==> src/rtl/spi_slave_stream_if.sv <==
// SPI pad bundle plus the byte handshake with the upstream JPEG-to-SPI sequencer.
interface spi_slave_stream_if;
   logic       spi_sck;
   logic       spi_cs_n;
   logic       spi_mosi;
   logic       spi_miso;
   logic       spi_miso_oe;
   logic [7:0] spi_data;
   logic       spi_rd;

   modport slave (
      input  spi_sck, spi_cs_n, spi_mosi, spi_data,
      output spi_miso, spi_miso_oe, spi_rd
   );

   modport master (
      output spi_sck, spi_cs_n, spi_mosi, spi_data,
      input  spi_miso, spi_miso_oe, spi_rd
   );
endinterface

==> src/rtl/spi_slave_stream.sv <==
// Mode-0 SPI slave that streams upstream bytes out on MISO after a read command.
//
// state     | meaning
// ----------+---------------------------------------------------------
// ST_IDLE   | CS high, MISO pad released
// ST_CMD    | first byte: status shifts out, command shifts in
// ST_STREAM | read command seen: spi_data bytes shift out, spi_rd per byte
// ST_DUMMY  | any other command: zeros shift out until CS rises
module spi_slave_stream #(
   parameter logic [7:0] CMD_READ    = 8'h0B,
   parameter int         SYNC_STAGES = 2
) (
   input  logic              clk,
   input  logic              reset_n,
   input  logic              frame_rdy,
   spi_slave_stream_if.slave bus,
   output logic              busy
);

   typedef enum logic [1:0] {ST_IDLE, ST_CMD, ST_STREAM, ST_DUMMY} state_t;

   logic [SYNC_STAGES-1:0] sck_sync_q,  sck_sync_d;
   logic [SYNC_STAGES-1:0] cs_sync_q,   cs_sync_d;
   logic [SYNC_STAGES-1:0] mosi_sync_q, mosi_sync_d;
   logic                   sck_prev_q,  cs_prev_q;
   logic                   sck_s, cs_s, mosi_s;
   logic                   sck_rise, sck_fall, cs_fall, cs_rise;

   state_t     state_q,   state_d;
   logic [2:0] bit_cnt_q, bit_cnt_d;
   logic [7:0] tx_q,      tx_d;
   logic [6:0] rx_q,      rx_d;
   logic       load_q,    load_d;
   logic       rd_q,      rd_d;
   logic       miso_q,    miso_d;

   always_comb begin
      sck_sync_d  = {sck_sync_q[SYNC_STAGES-2:0],  bus.spi_sck};
      cs_sync_d   = {cs_sync_q[SYNC_STAGES-2:0],   bus.spi_cs_n};
      mosi_sync_d = {mosi_sync_q[SYNC_STAGES-2:0], bus.spi_mosi};
   end

   assign sck_s    = sck_sync_q[SYNC_STAGES-1];
   assign cs_s     = cs_sync_q[SYNC_STAGES-1];
   assign mosi_s   = mosi_sync_q[SYNC_STAGES-1];
   assign sck_rise =  sck_s & ~sck_prev_q;
   assign sck_fall = ~sck_s &  sck_prev_q;
   assign cs_fall  = ~cs_s  &  cs_prev_q;
   assign cs_rise  =  cs_s  & ~cs_prev_q;

   // CS chain resets low so a CS still held low across reset never looks like
   // a fresh select; the host has to release and re-assert it.
   always_ff @(posedge clk or negedge reset_n) begin
      if (!reset_n) begin
         sck_sync_q  <= '0;
         cs_sync_q   <= '0;
         mosi_sync_q <= '0;
         sck_prev_q  <= 1'b0;
         cs_prev_q   <= 1'b0;
         state_q     <= ST_IDLE;
         bit_cnt_q   <= 3'd0;
         tx_q        <= 8'h00;
         rx_q        <= 7'h00;
         load_q      <= 1'b0;
         rd_q        <= 1'b0;
         miso_q      <= 1'b0;
      end else begin
         sck_sync_q  <= sck_sync_d;
         cs_sync_q   <= cs_sync_d;
         mosi_sync_q <= mosi_sync_d;
         sck_prev_q  <= sck_s;
         cs_prev_q   <= cs_s;
         state_q     <= state_d;
         bit_cnt_q   <= bit_cnt_d;
         tx_q        <= tx_d;
         rx_q        <= rx_d;
         load_q      <= load_d;
         rd_q        <= rd_d;
         miso_q      <= miso_d;
      end
   end

   always_comb begin
      state_d   = state_q;
      bit_cnt_d = bit_cnt_q;
      tx_d      = tx_q;
      rx_d      = rx_q;
      load_d    = load_q;
      rd_d      = 1'b0;
      miso_d    = tx_q[7];

      if (state_q == ST_IDLE) begin
         if (cs_fall) begin
            state_d   = ST_CMD;
            tx_d      = {7'b0, frame_rdy};
            bit_cnt_d = 3'd0;
            rx_d      = 7'h00;
            load_d    = 1'b0;
         end
      end else if (cs_rise) begin
         state_d = ST_IDLE;
         load_d  = 1'b0;
      end else begin
         if (sck_rise) begin
            rx_d      = {rx_q[5:0], mosi_s};
            bit_cnt_d = bit_cnt_q + 3'd1;
            if (bit_cnt_q == 3'd7) begin
               load_d = 1'b1;
               unique case (state_q)
                  ST_CMD:    state_d = ({rx_q, mosi_s} == CMD_READ) ? ST_STREAM : ST_DUMMY;
                  ST_STREAM: rd_d    = 1'b1;
                  default:   ;
               endcase
            end
         end
         // The fall after a byte boundary starts the next byte instead of shifting.
         if (sck_fall) begin
            if (load_q) begin
               tx_d   = (state_q == ST_STREAM) ? bus.spi_data : 8'h00;
               load_d = 1'b0;
            end else begin
               tx_d = {tx_q[6:0], 1'b0};
            end
         end
      end
   end

   assign bus.spi_miso    = miso_q;
   assign bus.spi_miso_oe = (state_q != ST_IDLE);
   assign bus.spi_rd      = rd_q;
   assign busy            = (state_q == ST_STREAM);

endmodule

==> src/flat_wrapper.sv <==
// flat-port wrapper written by rule: the top's interface ports become plain ports
module spi_slave_stream_flat 
#(
   parameter logic [7:0] CMD_READ    = 8'h0B,
   parameter int         SYNC_STAGES = 2
)
  (clk, reset_n, frame_rdy, busy, bus_spi_sck, bus_spi_cs_n, bus_spi_mosi, bus_spi_data, bus_spi_miso, bus_spi_miso_oe, bus_spi_rd);
  spi_slave_stream_if bus_i ();
  input  logic clk;
  input  logic reset_n;
  input  logic frame_rdy;
  output logic busy;
  input wire logic [$bits(bus_i.spi_sck)-1:0] bus_spi_sck;
  input wire logic [$bits(bus_i.spi_cs_n)-1:0] bus_spi_cs_n;
  input wire logic [$bits(bus_i.spi_mosi)-1:0] bus_spi_mosi;
  input wire logic [$bits(bus_i.spi_data)-1:0] bus_spi_data;
  output wire logic [$bits(bus_i.spi_miso)-1:0] bus_spi_miso;
  output wire logic [$bits(bus_i.spi_miso_oe)-1:0] bus_spi_miso_oe;
  output wire logic [$bits(bus_i.spi_rd)-1:0] bus_spi_rd;
  assign bus_i.spi_sck = bus_spi_sck;
  assign bus_i.spi_cs_n = bus_spi_cs_n;
  assign bus_i.spi_mosi = bus_spi_mosi;
  assign bus_i.spi_data = bus_spi_data;
  assign bus_spi_miso = bus_i.spi_miso;
  assign bus_spi_miso_oe = bus_i.spi_miso_oe;
  assign bus_spi_rd = bus_i.spi_rd;
  spi_slave_stream #(.CMD_READ(CMD_READ), .SYNC_STAGES(SYNC_STAGES)) u_core (.clk(clk), .reset_n(reset_n), .frame_rdy(frame_rdy), .bus(bus_i), .busy(busy));
endmodule
==> config.mk <==
export PLATFORM = sky130hd
export DESIGN_NAME = spi_slave_stream_flat
export DESIGN_NICKNAME = d
export VERILOG_FILES = /design/src/rtl/spi_slave_stream_if.sv /design/src/rtl/spi_slave_stream.sv /design/src/flat_wrapper.sv
export SDC_FILE = /design/constraint.sdc
export NUM_CORES = 1
export LEC_CHECK = 0
export ABC_CLOCK_PERIOD_IN_PS = 2200
export CAP_MARGIN = 20
export CORE_UTILIZATION = 43
export CTS_CLUSTER_SIZE = 40
export DETAILED_ROUTE_END_ITERATION = 10
export HOLD_SLACK_MARGIN = 0.15
export PLACE_DENSITY = 0.73
export SETUP_SLACK_MARGIN = 0.1
export SLEW_MARGIN = 20
export SYNTH_ARGS = -nofsm -noshare
export SYNTH_HDL_FRONTEND = slang
export SYNTH_SLANG_ARGS = --single-unit
==> constraint.sdc <==
create_clock -name clk -period 2.2 [get_ports clk]
set_clock_uncertainty 0.1 [all_clocks]
set_input_delay 0.44 -clock clk [delete_from_list [all_inputs] [get_ports clk]]
set_output_delay 0.44 -clock clk [all_outputs]
set_load 0.01 [all_outputs]
# --- After elaboration in Yosys (flattened, before gate mapping) ---
# Index checks and enable logic that the tools add are counted.
totals:
  ff_bits: 31
  out_inout_bits: 4
  word_cells: 70
classes:
  add_sub_neg: 1
  eq_ne: 6
  n_mux: 33
  bitwise: 8
  n_reduce_logical: 10
op_table:
  columns: ["operator", "n"]
  rows:
  - ["$mux W8", 6]
  - ["$mux W7", 4]
  - ["$mux W1", 13]
  - ["$mux W2", 6]
  - ["$mux W3", 4]
  - ["$reduce_bool A3 Y1", 3]
  - ["$eq A8 B4 Y1 const B", 1]
  - ["$reduce_and A3 Y1", 2]
  - ["$reduce_bool A2 Y1", 3]
  - ["$and A1 B1 Y1", 4]
  - ["$not A1 Y1", 4]
  - ["$reduce_and A4 Y1", 1]
  - ["$add A3 B1 Y3 const B", 1]
  - ["$eq A3 B3 Y1 const B", 1]
  - ["$eq A2 B1 Y1 const B", 1]
  - ["$eq A2 B2 Y1 const B", 1]
  - ["$logic_not A2 Y1", 1]
  - ["$ne A2 B1 Y1 const B", 1]
  - ["$ne A2 B2 Y1 const B", 1]

# --- Logic depth before layout (Yosys ltp) ---
depth:
  word_depth: 7
  mapped_depth: 5
  mapped_depth_nobuf: 5

# --- Worst setup path after synthesis ---
# Ideal clock, no wire load.
synth_path:
  kind: "flip-flop to flip-flop"
  from: "register u_core.state_q[0]"
  to: "register u_core.tx_q[0]"
  setup_time_ps: 125
  arrival_time_ps: 1404
  slack_ps: 571
  path_stages_with_launch: 5
  path_buffers: 1
  cell_sequence: "dfrtp_1 > nor4b_4 > a41o_1 > buf_6 > mux2_4"
synth_via:
  elab_chain_len: 6
  elab_cells_between_ends: 11
  classes_between: "eq/ne (3); mux (5); reduce/logical (3)"
synth_rtl:
  columns: ["item", "line", "source"]
  rows:
  - ["start, declared", "spi_slave_stream.sv:29", "state_t state_q, state_d;"]
  - ["start signal, assigned", "spi_slave_stream.sv:73", "state_q <= state_d;"]
  - ["$eq A2 B2 Y1", "spi_slave_stream.sv:119", "tx_d = (state_q == ST_STREAM) ? bus.spi_data : 8'h00;"]
  - ["$mux W8", "spi_slave_stream.sv:119", null]
  - ["$mux W8", "spi_slave_stream.sv:118", "if (load_q) begin"]
  - ["$mux W8", "spi_slave_stream.sv:117", "if (sck_fall) begin"]
  - ["$mux W8", "spi_slave_stream.sv:100", "end else if (cs_rise) begin"]
  - ["$mux W8", "spi_slave_stream.sv:92", "if (state_q == ST_IDLE) begin"]
  - ["end signal, assigned", "spi_slave_stream.sv:75", "tx_q <= tx_d;"]
  - ["end, declared", "spi_slave_stream.sv:31", "logic [7:0] tx_q, tx_d;"]
# Several ways; a longest one is shown, not always the timed one. The select of a mux whose other input is x is not followed.
# A chain may end at the register's enable or synchronous reset.

# --- Final worst setup path ---
layout_path:
  from: "register u_core.state_q[1]"
  to: "output port bus_spi_miso_oe"
layout_via:
  elab_chain_len: 1
layout_rtl:
  columns: ["item", "line", "source"]
  rows:
  - ["$reduce_bool A2 Y1", "spi_slave_stream.sv:129", "assign bus.spi_miso_oe = (state_q != ST_IDLE);"]
  - ["end, declared", "flat_wrapper.sv:18", "output wire logic [$bits(bus_i.spi_miso_oe)-1:0] bus_spi_miso_oe;"]
# Every way passes these cells.

==> flow_metrics.env <==
export IMPL_max_slew_worst_pin_slew_ns=0.550
export IMPL_cpLargestDelayFamily="buffers and inverters"
export IMPL_postSynthAreaPerCell_um2=14.9
export IMPL_finalCritPeriodShare_pct=91.8
export IMPL_switching_share_pct=26.2
export IMPL_hold_viol_final=0
export IMPL_critPathCaptureType="output pin"
export IMPL_grt_setup_unrepaired="false"
export IMPL_critical_path_max_stage_delay_ns=0.48
export IMPL_design_area_um2=1610
export IMPL_ys_types=29
export IMPL_ios=18
export IMPL_syn_nets=105
export IMPL_antenna_left=0
export IMPL_ff2ff_setup_slack_ns=0.19
export IMPL_synth_most_common_cell="dfrtp_1"
export IMPL_synth_compound_area_share_pct=15.2
export IMPL_first_iter_violations=26
export IMPL_synth_ff_latch_count=31
export IMPL_yosysTopAreaCellShare_pct=58.5
export IMPL_r2r_start="u_core.state_q[0]$_DFFE_PN0P_"
export IMPL_path_clk_slew_ns=0.09
export IMPL_grt_max_degree=32
export IMPL_crit_chain="nor2_4, inv_4, clkdlybuf4s50_1"
export IMPL_dr_pass1_iters=9
export IMPL_rows=19
export IMPL_io_buffer_count=17
export IMPL_power_frac_comb_pct=18.5
export IMPL_globalRouteOverflowTotal=0
export IMPL_crit_type="flop to output pin"
export IMPL_async_reset_ff_share_pct=100
export IMPL_num_vias=813
export IMPL_required_ns=1.66
export IMPL_num_antenna_cells=0
export IMPL_drc=4
export IMPL_syn_inst=89
export IMPL_ff2ff_path_depth=4
export IMPL_drive_gt1_share_pct=26.5
export IMPL_min_path_cells=0
export IMPL_ir_worst_vdd_v=0.000470
export IMPL_synthMuxAreaShare_pct=10.7
export IMPL_yosys_area_share_simple_pct=11.1
export IMPL_internal_power_mw=0.869
export IMPL_place_area_um2=1530
export IMPL_fin_crit_ns=2.02
export IMPL_design_die_area_um2=3310
export IMPL_p_seq_share_pct=55.7
export IMPL_setup_viol=0
export IMPL_cts_root_buf="clkbuf_4"
export IMPL_fmax_mhz=495
export IMPL_cts_tree="built"
export IMPL_cts_num_sinks=31
export IMPL_antenna_found_initial=0
export IMPL_cp_start_kind="flop"
export IMPL_grt_pass1_wl_mm=4.22
export IMPL_synth_xor_area_share_pct=0
export IMPL_synth_top_family_by_area="compound AO/OA/AOI/OAI gates"
export IMPL_synth_area_leaders="dfrtp_1, a22o_1, mux2_4"
export IMPL_violations="DRC"
export IMPL_powerDensity_nw_per_um2=732
export IMPL_worstSetupStartpoint="u_core.state_q[1]$_DFFE_PN0P_"
export IMPL_fill_cells=241
export IMPL_power_leakage_nw=0.782
export IMPL_syn_cell_area_um2=1330
export IMPL_fin_nets=132
export IMPL_postCtsHoldBufs=0
export IMPL_wire_per_inst_um=16.3
export IMPL_crit_fanout=5
export IMPL_area_delta_synth_final_pct=21.5
export IMPL_globalplace_congestion=0.823
export IMPL_drv_cap=0
export IMPL_worst_path_buf_inv=2
export IMPL_cts_buffers=5
export IMPL_netSwitchingPower_mw=0.309
export IMPL_dp_hpwl_mm=1.61
export IMPL_drv_slew=0
export IMPL_ys_warn_count=0
export IMPL_slowest_stage="clkdlybuf4s50_1"
export IMPL_dieWidth_um=57.5
export IMPL_cts_path_max_buffers=2
export IMPL_clock_latency_ns=0.32
export IMPL_ys_seq_area_share_pct=58.5
export IMPL_core_um2=2830
export IMPL_synthAdderAreaFrac_pct=1.89
export IMPL_crit_arrival_ns=1.48
export IMPL_die_h_um=57.5
export IMPL_worst_hold_path_type="flop to flop"
export IMPL_wl_mm=2.41
export IMPL_start_util_pct=46.8
export IMPL_htreeDepth=2
export IMPL_netlist_top_cell_by_area="dfrtp_1"
export IMPL_track_usage_pct=17.8
export IMPL_cp_depth=3
export IMPL_synth_flop_cell="dfrtp_1"
export IMPL_maxSlewHeadroom_pct=63.0
export IMPL_status="finished, violations left"
export IMPL_worstSetupEndpoint="bus_spi_miso_oe"
export IMPL_via_per_inst=5.49
export IMPL_synth_common_cells="dfrtp_1, a22o_1, mux2_4"
export IMPL_fin_tns_setup_ns=0
export IMPL_grt_pass1_vias=887
export IMPL_r2r_end="u_core.tx_q[0]$_DFFE_PN0P_"
export IMPL_pwr_share_clk_pct=25.8
export IMPL_synth_edf_count=0
## cell type report
| class | count | area [um^2] | share of cell area, % |
|---|---|---|---|
| Clock buffer | 7 | 45.0 | 2.80 |
| Clock inverter | 1 | 5.00 | 0.311 |
| Inverter | 4 | 17.5 | 1.09 |
| Multi-Input combinational cell | 52 | 515 | 32.0 |
| Sequential cell | 31 | 778 | 48.3 |
| Tap cell | 31 | 38.8 | 2.41 |
| Timing Repair Buffer | 22 | 210 | 13.1 |
## repair_timing
action,4_1_cts,5_1_grt
hold endpoints to repair,0,0
cloned,0,0
setup endpoints to repair,2,2
buffers inserted,3,1
pin swaps,1,0
gates resized for setup,2,1
## stage by stage
step	total power, mW	setup slack, ns	instances	utilization (%)	hold slack, ns
4_1_cts	1.20	0.126	147	56.6	0.261
5_1_grt	1.25	0.108	148	56.9	0.265
6_report	1.18	0.181	148	56.9	0.257
3_3_place_gp	0.860	0.351	136	53.9	0.233
2_1_floorplan	0.799	0.571	89	-	0.0444
3_5_place_dp	0.868	0.269	136	53.9	0.237
## routing by layer
layer  GRT usage [%]  vias up  wire length, um
met5               0        -                0
met4            9.41        0               46
met3            5.22        5              132
met2            26.6       19             1120
met1            23.6      399             1110
li1                -      390                -
## flip-flops by register name, summed over array words and instances (netlist names)
name,cells
u_core.bus.spi_miso,1
u_core.load_q,1
u_core.sck_sync_q,2
u_core.bus.spi_rd,1
u_core.state_q,2
u_core.cs_sync_q,2
u_core.rx_q,7
u_core.mosi_sync_q,2
u_core.tx_q,8
u_core.sck_prev_q,1
u_core.cs_prev_q,1
u_core.bit_cnt_q,3
## cell usage in the layout, fill, tap and decap left out, drive strengths merged, types with 2 or more instances in the layout
cell type,instances
dfrtp,31
mux2,9
clkdlybuf4s50,16
nor4b,2
inv,4
a22o,16
nor2,3
and3b,3
nand2b,2
ha,2
a21oi,3
clkbuf,7
buf,5
## power by group through the flow
stage          registers (mW)  logic, mW  clock network [mW]
6_report                0.656      0.218               0.304
5_1_grt                 0.663      0.240               0.343
4_1_cts                 0.656      0.219               0.321
3_5_place_dp            0.670      0.199                   0
3_3_place_gp            0.667      0.193                   0
2_1_floorplan           0.660      0.139                   0
## logic make-up (layout without fill, tap and decap cells)
group / count (synthesis) / in the layout
AO/OA/AOI/OAI: 23 / 23
adder cells (fa/ha/maj): 2 / 2
buffers and inverters: 6 / 34
flip-flops: 31 / 31
multiplexers: 10 / 10
AND/OR/NAND/NOR: 17 / 17
## worst min path at each step
stage,end,from,slack (ns)
floorplan,u_core.bit_cnt_q[0]$_DFFE_PN0P_,reset_n,0.04
global placement,u_core.sck_sync_q[1]$_DFF_PN0_,u_core.sck_sync_q[0]$_DFF_PN0_,0.23
detailed placement,u_core.sck_sync_q[1]$_DFF_PN0_,u_core.sck_sync_q[0]$_DFF_PN0_,0.24
CTS,u_core.cs_sync_q[1]$_DFF_PN0_,u_core.cs_sync_q[0]$_DFF_PN0_,0.26
global route,u_core.mosi_sync_q[1]$_DFF_PN0_,u_core.mosi_sync_q[0]$_DFF_PN0_,0.26
finish,u_core.cs_sync_q[1]$_DFF_PN0_,u_core.cs_sync_q[0]$_DFF_PN0_,0.26
## worst register-to-register path: stages, from the launching register on
cell     delay (ns)
dfrtp_2        0.45
buf_4          0.16
nor4b_4        0.38
a41o_1         0.46
mux2_4         0.35
(Power assumes the default switching activity.)
==> edit (config.mk and constraints unchanged) <==
Re-encode `state_t` (4 states) as Gray code, 2 bits wide.
--- a/src/rtl/spi_slave_stream.sv
+++ b/src/rtl/spi_slave_stream.sv
@@ -17,7 +17,7 @@
    output logic              busy
 );
 
-   typedef enum logic [1:0] {ST_IDLE, ST_CMD, ST_STREAM, ST_DUMMY} state_t;
+   typedef enum logic [1:0] {ST_IDLE = 2'b00, ST_CMD = 2'b01, ST_STREAM = 2'b11, ST_DUMMY = 2'b10} state_t;
 
    logic [SYNC_STAGES-1:0] sck_sync_q,  sck_sync_d;
    logic [SYNC_STAGES-1:0] cs_sync_q,   cs_sync_d;
Behaviour: no difference found for any inputs over 10 cycles, from zero or initial values and one cycle with reset_n low; not proved beyond that.
==> edit against the unedited design <==
- sequential share of layout area hardly changed
- sequential power is 2% lower
- global-route usage is 1.1 points lower
- worst hold slack better by 0.0018 ns
- sequential cell count stayed put
- final area is 0.16% lower
- total power is 8.7% lower
- area after synthesis is 2.6% higher
- worst setup slack worse by 0.0065 ns
- wire length is 1.9% higher
- synthesized cell count is 15% higher
- first-iteration DRC count is 12% lower
- largest power group unchanged
==> edit: results (changes against the unedited design) <==
stage	metric	value	unit	change
power	p_leak	0.739	nW	-5.5%
critical_path	max_stage_delay	0.53	ns	+0.05 ns
timing	worst_slew_pin_slew	0.440	ns	-0.110 ns
finish	largestRegisters	u_core.tx_q (8), u_core.rx_q (7), u_core.bit_cnt_q (3)		
routing	wirelength	2450	um	+1.9%
clock_network	root_buffer	clkbuf_4		
finish	final_nets	140		+6.1%
placed_design	place_congestion	0.875		+6.3%
clock_network	insertion_delay	0.31	ns	
routing	viasPerCell	5.31		-3.4%
status	run_status	complete, no violations		
clock_network	cts_buffer_depth	2		unchanged
synth	yosys_warnings	0		unchanged
finish	layout-drive-gt1-share	0.268		+0.00334
routing	drtIter0Drc	23		-12%
placed_design	placed_area	1560	um2	+2.0%
routing	drc_errors	0		-4
synth	synth_cells	102		+15%
synth	ys_types	34		+17%
synth	yosys-top-cells-area	dfrtp_1, a22o_2, mux2_2		
global_routing	grt_use_total	0.168		-0.0107
critical_path	cp_top_family	buffers and inverters		
placed_design	place_hpwl	1690	um	+4.7%
critical_path	cp_max_fo	5		unchanged
critical_path	cp_slowest_cell	clkdlybuf4s50_1		
global_routing	grt_pass1_wl	4160	um	-1.3%
synth	ys_seq_area_frac	0.570		-0.0151
global_routing	grt_pass1_vias	917		+3.4%
finish	fill_cells	272		+13%
power	ir_worst_vdd	0.372	mV	-21%
clock_network	tritoncts.num_buffers	5		unchanged
clock_network	htree_levels	2		unchanged
routing	first_pass_iters	4		-5
routing	drt-wirelength-per-cell	14.7	um	-9.7%
synth	synth_common_cells	dfrtp_1, a22o_2, mux2_2		
placed_design	dp_cells	160		+18%
synth	syn_nets	118		+12%
timing	final_hold_viol_count	0		unchanged
==> edit: kinds of logic after synthesis <==
family          count (synthesis)  synth area share
compound gates                 29             0.182
fa+ha+maj                       2            0.0184
buf+inv                         9            0.0451
flops                          31             0.570
mux                            10            0.0855
simple gates                   21            0.0984
==> edit: per-stage QoR <==
stage / worst slack (ns) / utilization / total power, mW
after floorplan: 0.583 / - / 0.744
after global placement: 0.498 / 0.514 / 0.798
after detailed placement: 0.453 / 0.514 / 0.805
after CTS: 0.121 / 0.527 / 1.08
after global routing: 0.124 / 0.531 / 1.13
final: 0.175 / 0.531 / 1.08
==> edit: per-layer routing <==
layer	wire (um)	track usage	up-vias
met5	0	0	-
met4	36	0.0714	0
met3	91	0.0491	5
met2	1250	0.281	22
met1	1070	0.201	438
li1	-	-	421
==> edit: path summary, 6_finish.rpt <==
path	slack, ns	end	depth (start not counted)	from
max in group asynchronous	1.28	u_core.state_q[0]	2	reset_n
min in group asynchronous	0.41	u_core.rx_q[5]	2	reset_n
worst min-delay path	0.26	u_core.sck_sync_q[1]	0	u_core.sck_sync_q[0]
worst max register to register	0.45	u_core.tx_q[5]	5	u_core.state_q[0]
worst min register to register	0.26	u_core.sck_sync_q[1]	0	u_core.sck_sync_q[0]
worst max-delay path	0.18	busy	2	u_core.state_q[1]
==> edit: layout make-up <==
class / count / area [um2] / area share
Sequential cell: 31 / 777 / 0.483
Multi-Input combinational cell: 62 / 523 / 0.325
Timing Repair Buffer: 19 / 188 / 0.117
Tap cell: 44 / 55.1 / 0.0342
Clock buffer: 6 / 41.3 / 0.0257
Inverter: 5 / 23.8 / 0.0148
==> edit: timing repair <==
action	4_1_cts	5_1_grt
buffers inserted	0	1
setup endpoints to repair	0	2
resized for setup	0	2
==> edit: worst register-to-register path: stages (launching register included) <==
cell and delay (ns):
dfrtp_2 0.47, nor2_4 0.20, inv_6 0.07, mux2i_2 0.16, o2bb2ai_4 0.28, mux2_2 0.37
==> edit: power by group <==
group	internal [mW]	switching [mW]
Clock	0.113	0.166
Sequential	0.611	0.0310
Combinational	0.0881	0.0676
Total	0.812	0.264
